[src/rtl/six_bit_code_tx_if.sv]
// Parallel code handshake between the local code source and the serial transmitter.
// The source drives code/valid; the transmitter answers with ready.
interface six_bit_code_tx_if;
    logic [5:0] code;
    logic       valid;
    logic       ready;

    modport master (output code, output valid, input ready);
    modport slave  (input code, input valid, output ready);
endinterface

[src/rtl/six_bit_code_tx.sv]
// Serializes a 6-bit code as start, a5..a0, optional even parity (SIX_BIT_TX_PARITY_EN), stop.
// Latency: start bit on txd the cycle after acceptance; frame is 8 (9 with parity) x CLKS_PER_BIT cycles.
// Backpressure: ready only in IDLE; valid is ignored while a frame is in flight, no queueing.
module six_bit_code_tx #(
    parameter int CLKS_PER_BIT = 4
) (
    input  logic               clk,
    input  logic               rst_n,
    six_bit_code_tx_if.slave   src,
    output logic               txd,
    output logic               busy,
    output logic               done
);

`ifdef SIX_BIT_TX_PARITY_EN
    typedef enum logic [2:0] {IDLE, START, DATA, PARITY, STOP} state_t;
`else
    typedef enum logic [2:0] {IDLE, START, DATA, STOP} state_t;
`endif

    localparam logic [7:0] LAST_CNT = 8'(CLKS_PER_BIT - 1);

    state_t     state;
    logic [7:0] cnt;
    logic [2:0] idx;
    logic [5:0] shreg;
    logic       ready_q;
`ifdef SIX_BIT_TX_PARITY_EN
    logic       par;
`endif

    logic bit_end;
    assign bit_end   = (cnt == LAST_CNT);
    assign src.ready = ready_q;

    always_ff @(posedge clk) begin
        if (!rst_n) begin
            state   <= IDLE;
            cnt     <= '0;
            idx     <= '0;
            shreg   <= '0;
            txd     <= 1'b1;
            ready_q <= 1'b1;
            busy    <= 1'b0;
            done    <= 1'b0;
`ifdef SIX_BIT_TX_PARITY_EN
            par     <= 1'b0;
`endif
        end else begin
            done <= 1'b0;
            case (state)
                IDLE: begin
                    if (src.valid) begin
                        state   <= START;
                        shreg   <= src.code;
                        cnt     <= '0;
                        idx     <= '0;
                        txd     <= 1'b0;
                        ready_q <= 1'b0;
                        busy    <= 1'b1;
`ifdef SIX_BIT_TX_PARITY_EN
                        par     <= ^src.code;
`endif
                    end
                end
                START: begin
                    if (bit_end) begin
                        cnt   <= '0;
                        state <= DATA;
                        txd   <= shreg[5];
                    end else begin
                        cnt <= cnt + 8'd1;
                    end
                end
                DATA: begin
                    if (bit_end) begin
                        cnt   <= '0;
                        shreg <= {shreg[4:0], 1'b0};
                        if (idx == 3'd5) begin
                            idx   <= '0;
`ifdef SIX_BIT_TX_PARITY_EN
                            state <= PARITY;
                            txd   <= par;
`else
                            state <= STOP;
                            txd   <= 1'b1;
`endif
                        end else begin
                            // txd must show the next bit now, before the shift lands
                            idx <= idx + 3'd1;
                            txd <= shreg[4];
                        end
                    end else begin
                        cnt <= cnt + 8'd1;
                    end
                end
`ifdef SIX_BIT_TX_PARITY_EN
                PARITY: begin
                    if (bit_end) begin
                        cnt   <= '0;
                        state <= STOP;
                        txd   <= 1'b1;
                    end else begin
                        cnt <= cnt + 8'd1;
                    end
                end
`endif
                STOP: begin
                    if (bit_end) begin
                        cnt     <= '0;
                        state   <= IDLE;
                        txd     <= 1'b1;
                        ready_q <= 1'b1;
                        busy    <= 1'b0;
                        done    <= 1'b1;
                    end else begin
                        cnt <= cnt + 8'd1;
                    end
                end
                default: begin
                    state   <= IDLE;
                    txd     <= 1'b1;
                    ready_q <= 1'b1;
                    busy    <= 1'b0;
                end
            endcase
        end
    end

endmodule

[src/flat_wrapper.sv]
// flat-port wrapper written by rule: the top's interface ports become plain ports
module six_bit_code_tx_flat 
#(
    parameter int CLKS_PER_BIT = 4
)
  (clk, rst_n, txd, busy, done, src_code, src_valid, src_ready);
  six_bit_code_tx_if src_i ();
  input  logic clk;
  input  logic rst_n;
  output logic txd;
  output logic busy;
  output logic done;
  input wire logic [$bits(src_i.code)-1:0] src_code;
  input wire logic [$bits(src_i.valid)-1:0] src_valid;
  output wire logic [$bits(src_i.ready)-1:0] src_ready;
  assign src_i.code = src_code;
  assign src_i.valid = src_valid;
  assign src_ready = src_i.ready;
  six_bit_code_tx #(.CLKS_PER_BIT(CLKS_PER_BIT)) u_core (.clk(clk), .rst_n(rst_n), .src(src_i), .txd(txd), .busy(busy), .done(done));
endmodule
[config.mk]
export PLATFORM = sky130hd
export DESIGN_NAME = six_bit_code_tx_flat
export DESIGN_NICKNAME = d
export VERILOG_FILES = /design/src/rtl/six_bit_code_tx_if.sv /design/src/rtl/six_bit_code_tx.sv /design/src/flat_wrapper.sv
export SDC_FILE = /design/constraint.sdc
export NUM_CORES = 1
export LEC_CHECK = 0
export ABC_AREA = 0
export CORE_MARGIN = 10
export CORE_UTILIZATION = 55
export CTS_CLUSTER_SIZE = 20
export DETAILED_ROUTE_END_ITERATION = 12
export PLACE_DENSITY_LB_ADDON = 0.1
export SLEW_MARGIN = 20
export SYNTH_ARGS = -nofsm -noshare
export SYNTH_HDL_FRONTEND = slang
export SYNTH_SLANG_ARGS = --single-unit
export TNS_END_PERCENT = 100
[constraint.sdc]
create_clock -name clk -period 2.3 [get_ports clk]
set_input_delay 0.345 -clock clk [delete_from_list [all_inputs] [get_ports clk]]
set_output_delay 0.345 -clock clk [all_outputs]
set_load 0.02 [all_outputs]
==> results.tsv, run 1 <==
stage	metric	value	unit
final_layout	filler instances	186	
grt	global-route wire length before repair	4.31	mm
floorplanning	number of placed I/O pins	13	
critical_path	WP data arrival	2.35	ns
yosys	Avg Cell Area, Syn	9.11	µm²
critical_path	RR Startpoint	u_core.state[0]$_SDFFE_PN0P_	
cts	worst-skew pair later-pin latency	0.31	ns
timing	Rel. slew slack	67.3	%
timing	Hold Fails Final Rpt	0	
yosys	Syn Nets	153	
final_layout	share of cells above drive strength 1	10.6	%
critical_path	critical path's largest stage delay	0.44	ns
critical_path	Setup crit end kind	flop	
cts	H-tree depth	1	
critical_path	crit-path cells	inv_1 -> ha_1 -> nor2b_1 -> a211oi_1 -> or3b_1 -> a31oi_1	
cts	hold_buf cts	0	
cts	Inserted Clock Buffers	3	
floorplanning	Core Area	2190	µm²
yosys	Yosys top cell area share	36.9	%
yosys	Cell Area, Synth	1250	µm²
floorplanning	full die area	4580	µm²
final_layout	Final nets	168	
cts	CTS tree	built	
cts	post-cts sizing count	0	
timing	Min Clock Period, post-route	2.10	ns
final_layout	Synth-to-Final Area Change	14.9	%
drt	initial DRC count	41	
critical_path	Worst Path Max Fanout	7	
critical_path	CP required	2.55	ns
critical_path	CP startpoint	u_core.state[0]$_SDFFE_PN0P_	
drt	number of remaining DRC errors	0	
placed_design	buffers added on ports	12	
critical_path	critical path class	flop to flop	
drt	Vias/cell	5.75	
cts	CTS Sinks	23	
placed_design	Detailed Place HPWL	1.92	mm
worst_hold_path	min-delay worst type	flop to flop	
critical_path	slowest CP cell	a211oi_1	
cts	maximum buffer depth of the clock tree	2	
floorplanning	Die W	67.7	µm
yosys	Main synth FF type	dfxtp_1	
floorplanning	Starting Density	57.0	%
cts	Clk Tree Root Cell	clkbuf_4	
timing	endpoints failing setup	0	
power_and_ir_drop	Power per Cell Area	941	nW/µm²
timing	FMAX	476	MHz
drt	Antenna Violating Nets Remaining	0	
power_and_ir_drop	Peak VDD IR	0.000710	V
yosys	yosys warns	0	
final_layout	n_diodes	0	
grt	initial antenna violation count	0	
timing	unrepaired setup endpoints after global routing	no	
power_and_ir_drop	Pleak	0.521	nW
cts	Clock transition at path regs	0.13	ns
drt	total wire length	2.50	mm
placed_design	Post-Place Setup Slack	0.250	ns
yosys	ranking of synthesized cells by area	dfxtp_1, ha_1, mux2i_1	
yosys	Seq cells post-synth	23	
final_layout	most frequent cells in the layout	dfxtp_1, nand2_1, clkdlybuf4s50_1	
final_layout	final core utilization	65.5	%
floorplanning	# rows	17	
grt	largest net degree at the start of global routing	15	
yosys	post-synthesis cell count	137	
run	Max Cap Viol	0	
yosys	Synth async-reset ratio	0	%
timing	crit share post-route	91.4	%
cts	Post-CTS Setup Bufs	0	
timing	actual slew at the worst max-slew pin	0.490	ns
drt	First-pass DRT Iterations	4	
final_layout	commonest non-fill, non-tap cell in the layout	dfxtp_1	
worst_hold_path	worst hold start	u_core.busy$_SDFFE_PN0P_	
timing	skew final	0.00960	ns
placed_design	placed insts	175	
drt	vias	1030	
yosys	post-synthesis sequential area ratio	36.9	%
floorplanning	die span in y	67.7	µm
yosys	count of cell types in the netlist	44	
outcome	status	finished, final reports clean	
timing	final worst slack	0.198	ns
power_and_ir_drop	Total Power	1.35	mW
drt	DR WL/cell	14.0	µm
final_layout	Non-Filler Instances	179	
grt	All-Layer GR Usage	11.4	%
grt	vias in the first global route	973	
yosys	EDFF count, synth	0	
grt	total grt overflow	0	
timing	fin. max-slew vios	0	
yosys	Synth area leader	dfxtp_1	
timing	Setup TNS	0	ns
critical_path	Worst setup SP type	flop	
placed_design	Final Wtd Congestion	0.724	
## Yosys cell counts (all sizes together), types with 2 or more instances
master	instances
nor2	10
a22oi	6
o2111ai	2
nand3	2
inv	5
a211oi	3
ha	7
nor2b	2
nand2b	4
o21ai	9
dfxtp	23
xor2	5
nand2	13
and2	3
o211ai	2
or3	2
o21bai	2
mux2i	5
a21oi	6
clkbuf	4
a21boi	6
## per-stage QoR
stage          hold slack [ns]  area (µm²)
6_report                 0.472        1440
5_1_grt                  0.496        1440
4_1_cts                  0.475        1440
3_5_place_dp             0.457        1410
3_3_place_gp             0.446        1410
2_1_floorplan            0.446        1250
## registers in the layout, summed over array words and instances, names as in the netlist
register and count:
u_core.busy 1, u_core.shreg 6, u_core.txd 1, u_core.state 2
u_core.done 1, u_core.cnt 8, u_core.idx 3, u_core.src.ready 1
## critical path: cells and delay by family, from the launching register on
family	cells	cell delay (ns)
AND/OR/NAND/NOR	2	0.63
flip-flops	1	0.43
buffers and inverters	1	0.11
adder cells (fa/ha/maj)	1	0.28
AO/OA/AOI/OAI	2	0.60
## area by class of cell
| type | count | area (µm²) | area share, % |
|---|---|---|---|
| multi-input combinational | 104 | 748 | 52.1 |
| sequential | 23 | 460 | 32.1 |
| timing repair buffer | 15 | 143 | 9.94 |
| tap | 28 | 35.0 | 2.44 |
| clock buffer | 3 | 22.5 | 1.57 |
| inverter | 5 | 18.8 | 1.31 |
| clock inverter | 1 | 7.51 | 0.523 |
## cells by family (layout without fill, tap and decap cells)
logic type	count (synthesis)	after routing	synth area share, %
simple gates	45	45	21.3
compound gates	42	42	24.0
flops	23	23	36.9
buf+inv	10	24	3.21
fa+ha+maj	7	7	7.01
xor+xnor	5	5	3.51
mux	5	5	4.01
## final timing paths
kind / slack, ns / cells past startpoint / end
worst min-delay path: 0.47 / 2 / u_core.busy$_SDFFE_PN0P_
worst min register to register: 0.47 / 2 / u_core.busy$_SDFFE_PN0P_
worst max-delay path: 0.20 / 6 / u_core.cnt[6]$_SDFFE_PN0P_
worst max register to register: 0.20 / 6 / u_core.cnt[6]$_SDFFE_PN0P_
## metal layers
metal / routed length (µm) / vias to the layer above / part of all wire, % / track usage (%)
li1: - / 525 / - / -
met1: 1210 / 497 / 48 / 14.4
met2: 1220 / 6 / 49 / 19.4
met3: 49 / 2 / 2.0 / 1.98
met4: 14 / 0 / 0.56 / 3.08
met5: 0 / - / 0 / 0
## power by group
group / internal [mW] / leakage, nW / switching (mW) / total [mW]
logic: 0.281 / 0.319 / 0.356 / 0.637
clock network: 0.0662 / 0.0139 / 0.129 / 0.195
registers: 0.470 / 0.187 / 0.0487 / 0.519
total: 0.817 / 0.521 / 0.534 / 1.35
No activity file was read; power rests on OpenSTA's default activity.
==> run 2, diff against run 1 <==
--- a/config.mk
+++ b/config.mk
@@ -7,12 +7,13 @@
 export LEC_CHECK = 0
 export ABC_AREA = 0
 export CORE_MARGIN = 10
-export CORE_UTILIZATION = 55
+export CORE_UTILIZATION = 61
 export CTS_CLUSTER_SIZE = 20
 export DETAILED_ROUTE_END_ITERATION = 12
-export PLACE_DENSITY_LB_ADDON = 0.1
+export DONT_BUFFER_PORTS = 1
+export PLACE_DENSITY = 0.87
 export SLEW_MARGIN = 20
 export SYNTH_ARGS = -nofsm -noshare
 export SYNTH_HDL_FRONTEND = slang
 export SYNTH_SLANG_ARGS = --single-unit
-export TNS_END_PERCENT = 100
+export TNS_END_PERCENT = 50
==> results.tsv, run 2 (same netlist as run 1, synthesis figures left out) <==
stage	metric	value	unit	change
outcome	status	finished, final reports clean		
final_layout	n_diodes	0		unchanged
final_layout	biggest regs	u_core.cnt (8), u_core.shreg (6), u_core.idx (3)		
cts	Clk Tree Root Cell	clkbuf_4		
final_layout	number of flip-flops in the largest register	8		unchanged
critical_path	WP data arrival	2.35	ns	about the same
drt	Antenna Violating Nets Remaining	0		unchanged
timing	skew final	0.00550	ns	-0.00410 ns
grt	All-Layer GR Usage	11.1	%	-0.36 points
grt	initial antenna violation count	0		unchanged
timing	unrepaired setup endpoints after global routing	no		
worst_hold_path	min-delay worst type	input pin to flop		
timing	crit share post-route	92.2	%	+0.77 points
cts	CTS Sinks	23		unchanged
grt	total grt overflow	0		unchanged
cts	CTS tree	built		
cts	worst-skew pair later-pin latency	0.31	ns	about the same
floorplanning	Die W	65.2	µm	-3.6%
floorplanning	full die area	4260	µm²	-7.0%
drt	vias	976		-5.2%
timing	Rel. slew slack	64.4	%	-3.0 points
critical_path	Worst Path Max Fanout	7		unchanged
power_and_ir_drop	Peak VDD IR	0.000742	V	+4.6%
placed_design	Final Wtd Congestion	0.840		+16%
final_layout	most frequent cells in the layout	dfxtp_1, nand2_1, nor2_1		
final_layout	Reg with most FFs	u_core.cnt		
timing	Setup TNS	0	ns	unchanged
power_and_ir_drop	Pleak	0.470	nW	-9.7%
drt	total wire length	2.32	mm	-7.2%
timing	actual slew at the worst max-slew pin	0.533	ns	+0.0437 ns
grt	vias in the first global route	917		-5.8%
cts	Clock transition at path regs	0.12	ns	about the same
placed_design	Area after DPL	1280	µm²	-9.2%
floorplanning	# rows	16		-1
drt	Vias/cell	5.92		+2.8%
cts	maximum buffer depth of the clock tree	2		unchanged
timing	Hold Fails Final Rpt	0		unchanged
critical_path	Worst setup SP type	flop		
drt	number of remaining DRC errors	0		unchanged
power_and_ir_drop	Power per Cell Area	981	nW/µm²	+4.2%
final_layout	share of cells above drive strength 1	10.1	%	-0.45 points
run	Max Cap Viol	0		unchanged
timing	Min Clock Period, post-route	2.12	ns	+0.0177 ns
floorplanning	Starting Density	63.6	%	+6.7 points
placed_design	buffers added on ports	0		-12
floorplanning	die span in y	65.2	µm	-3.6%
critical_path	CP required	2.53	ns	-0.02 ns
timing	FMAX	472	MHz	-0.83%
drt	First-pass DRT Iterations	4		unchanged
timing	fin. max-slew vios	0		unchanged
cts	H-tree depth	1		unchanged
cts	Post-CTS Setup Bufs	0		unchanged
placed_design	Detailed Place HPWL	1.75	mm	-8.8%
final_layout	fin area	1300	µm²	-9.2%
final_layout	final core utilization	66.4	%	+0.88 points
critical_path	Setup crit end kind	flop		
grt	largest net degree at the start of global routing	22		+7
floorplanning	Core Area	1960	µm²	-10%
cts	Inserted Clock Buffers	3		unchanged
final_layout	Synth-to-Final Area Change	4.31	%	
final_layout	Final nets	155		-7.7%
grt	global-route wire length before repair	3.96	mm	-8.0%
timing	endpoints failing setup	0		unchanged
critical_path	critical path class	flop to flop		
cts	hold_buf cts	0		unchanged
drt	initial DRC count	27		-34%
final_layout	commonest non-fill, non-tap cell in the layout	dfxtp_1		
cts	post-cts sizing count	0		unchanged
floorplanning	number of placed I/O pins	13		unchanged
drt	DR WL/cell	14.1	µm	+0.72%
==> run 2: layout make-up <==
cell class / instances / area (µm²)
Clock buffer: 4 / 26.3
Fill cell: 179 / 659
Inverter: 5 / 18.8
Multi-Input combinational cell: 104 / 748
Sequential cell: 23 / 460
Tap cell: 27 / 33.8
Timing Repair Buffer: 2 / 15.0
==> run 2: power by group <==
group          internal [mW]  switching, mW
registers              0.470         0.0797
logic                  0.236          0.309
clock network         0.0676          0.115
==> run 2: worst max-delay path, cell delays in order, from the launching register on <==
cell,delay [ns]
dfxtp_1,0.42
inv_1,0.10
ha_1,0.27
nor2b_1,0.24
a211oi_1,0.44
or3b_1,0.39
a31oi_1,0.18
==> run 2: final timing paths <==
kind	cells past startpoint	to	slack (ns)	start
setup / recovery	6	u_core.cnt[6]$_SDFFE_PN0P_	0.18	u_core.state[0]$_SDFFE_PN0P_
hold / removal	1	u_core.idx[1]$_SDFFE_PN0P_	0.15	rst_n
setup reg to reg	6	u_core.cnt[6]$_SDFFE_PN0P_	0.18	u_core.state[0]$_SDFFE_PN0P_
hold reg to reg	2	u_core.shreg[5]$_SDFFE_PN0P_	0.49	u_core.shreg[5]$_SDFFE_PN0P_
==> run 2: per-layer routing <==
metal | up-vias | part of all wire [%] | routed length (µm) | GRT usage (%)
met1 | 463 | 45 | 1040 | 12.9
li1 | 493 | - | - | -
met5 | - | 0 | 0 | 0
met3 | 3 | 4.9 | 113 | 3.22
met2 | 17 | 50 | 1150 | 19.1
met4 | 0 | 0.69 | 16 | 2.94
==> run 2: stage by stage <==
step	std cells	worst slack [ns]	hold slack [ns]	power, mW
after floorplan	137	0.457	0.446	0.984
after global placement	161	0.374	0.459	1.08
after detailed placement	161	0.223	0.468	1.10
after CTS	165	0.193	0.144	1.29
after global routing	165	0.0576	0.129	1.37
final	165	0.180	0.149	1.28
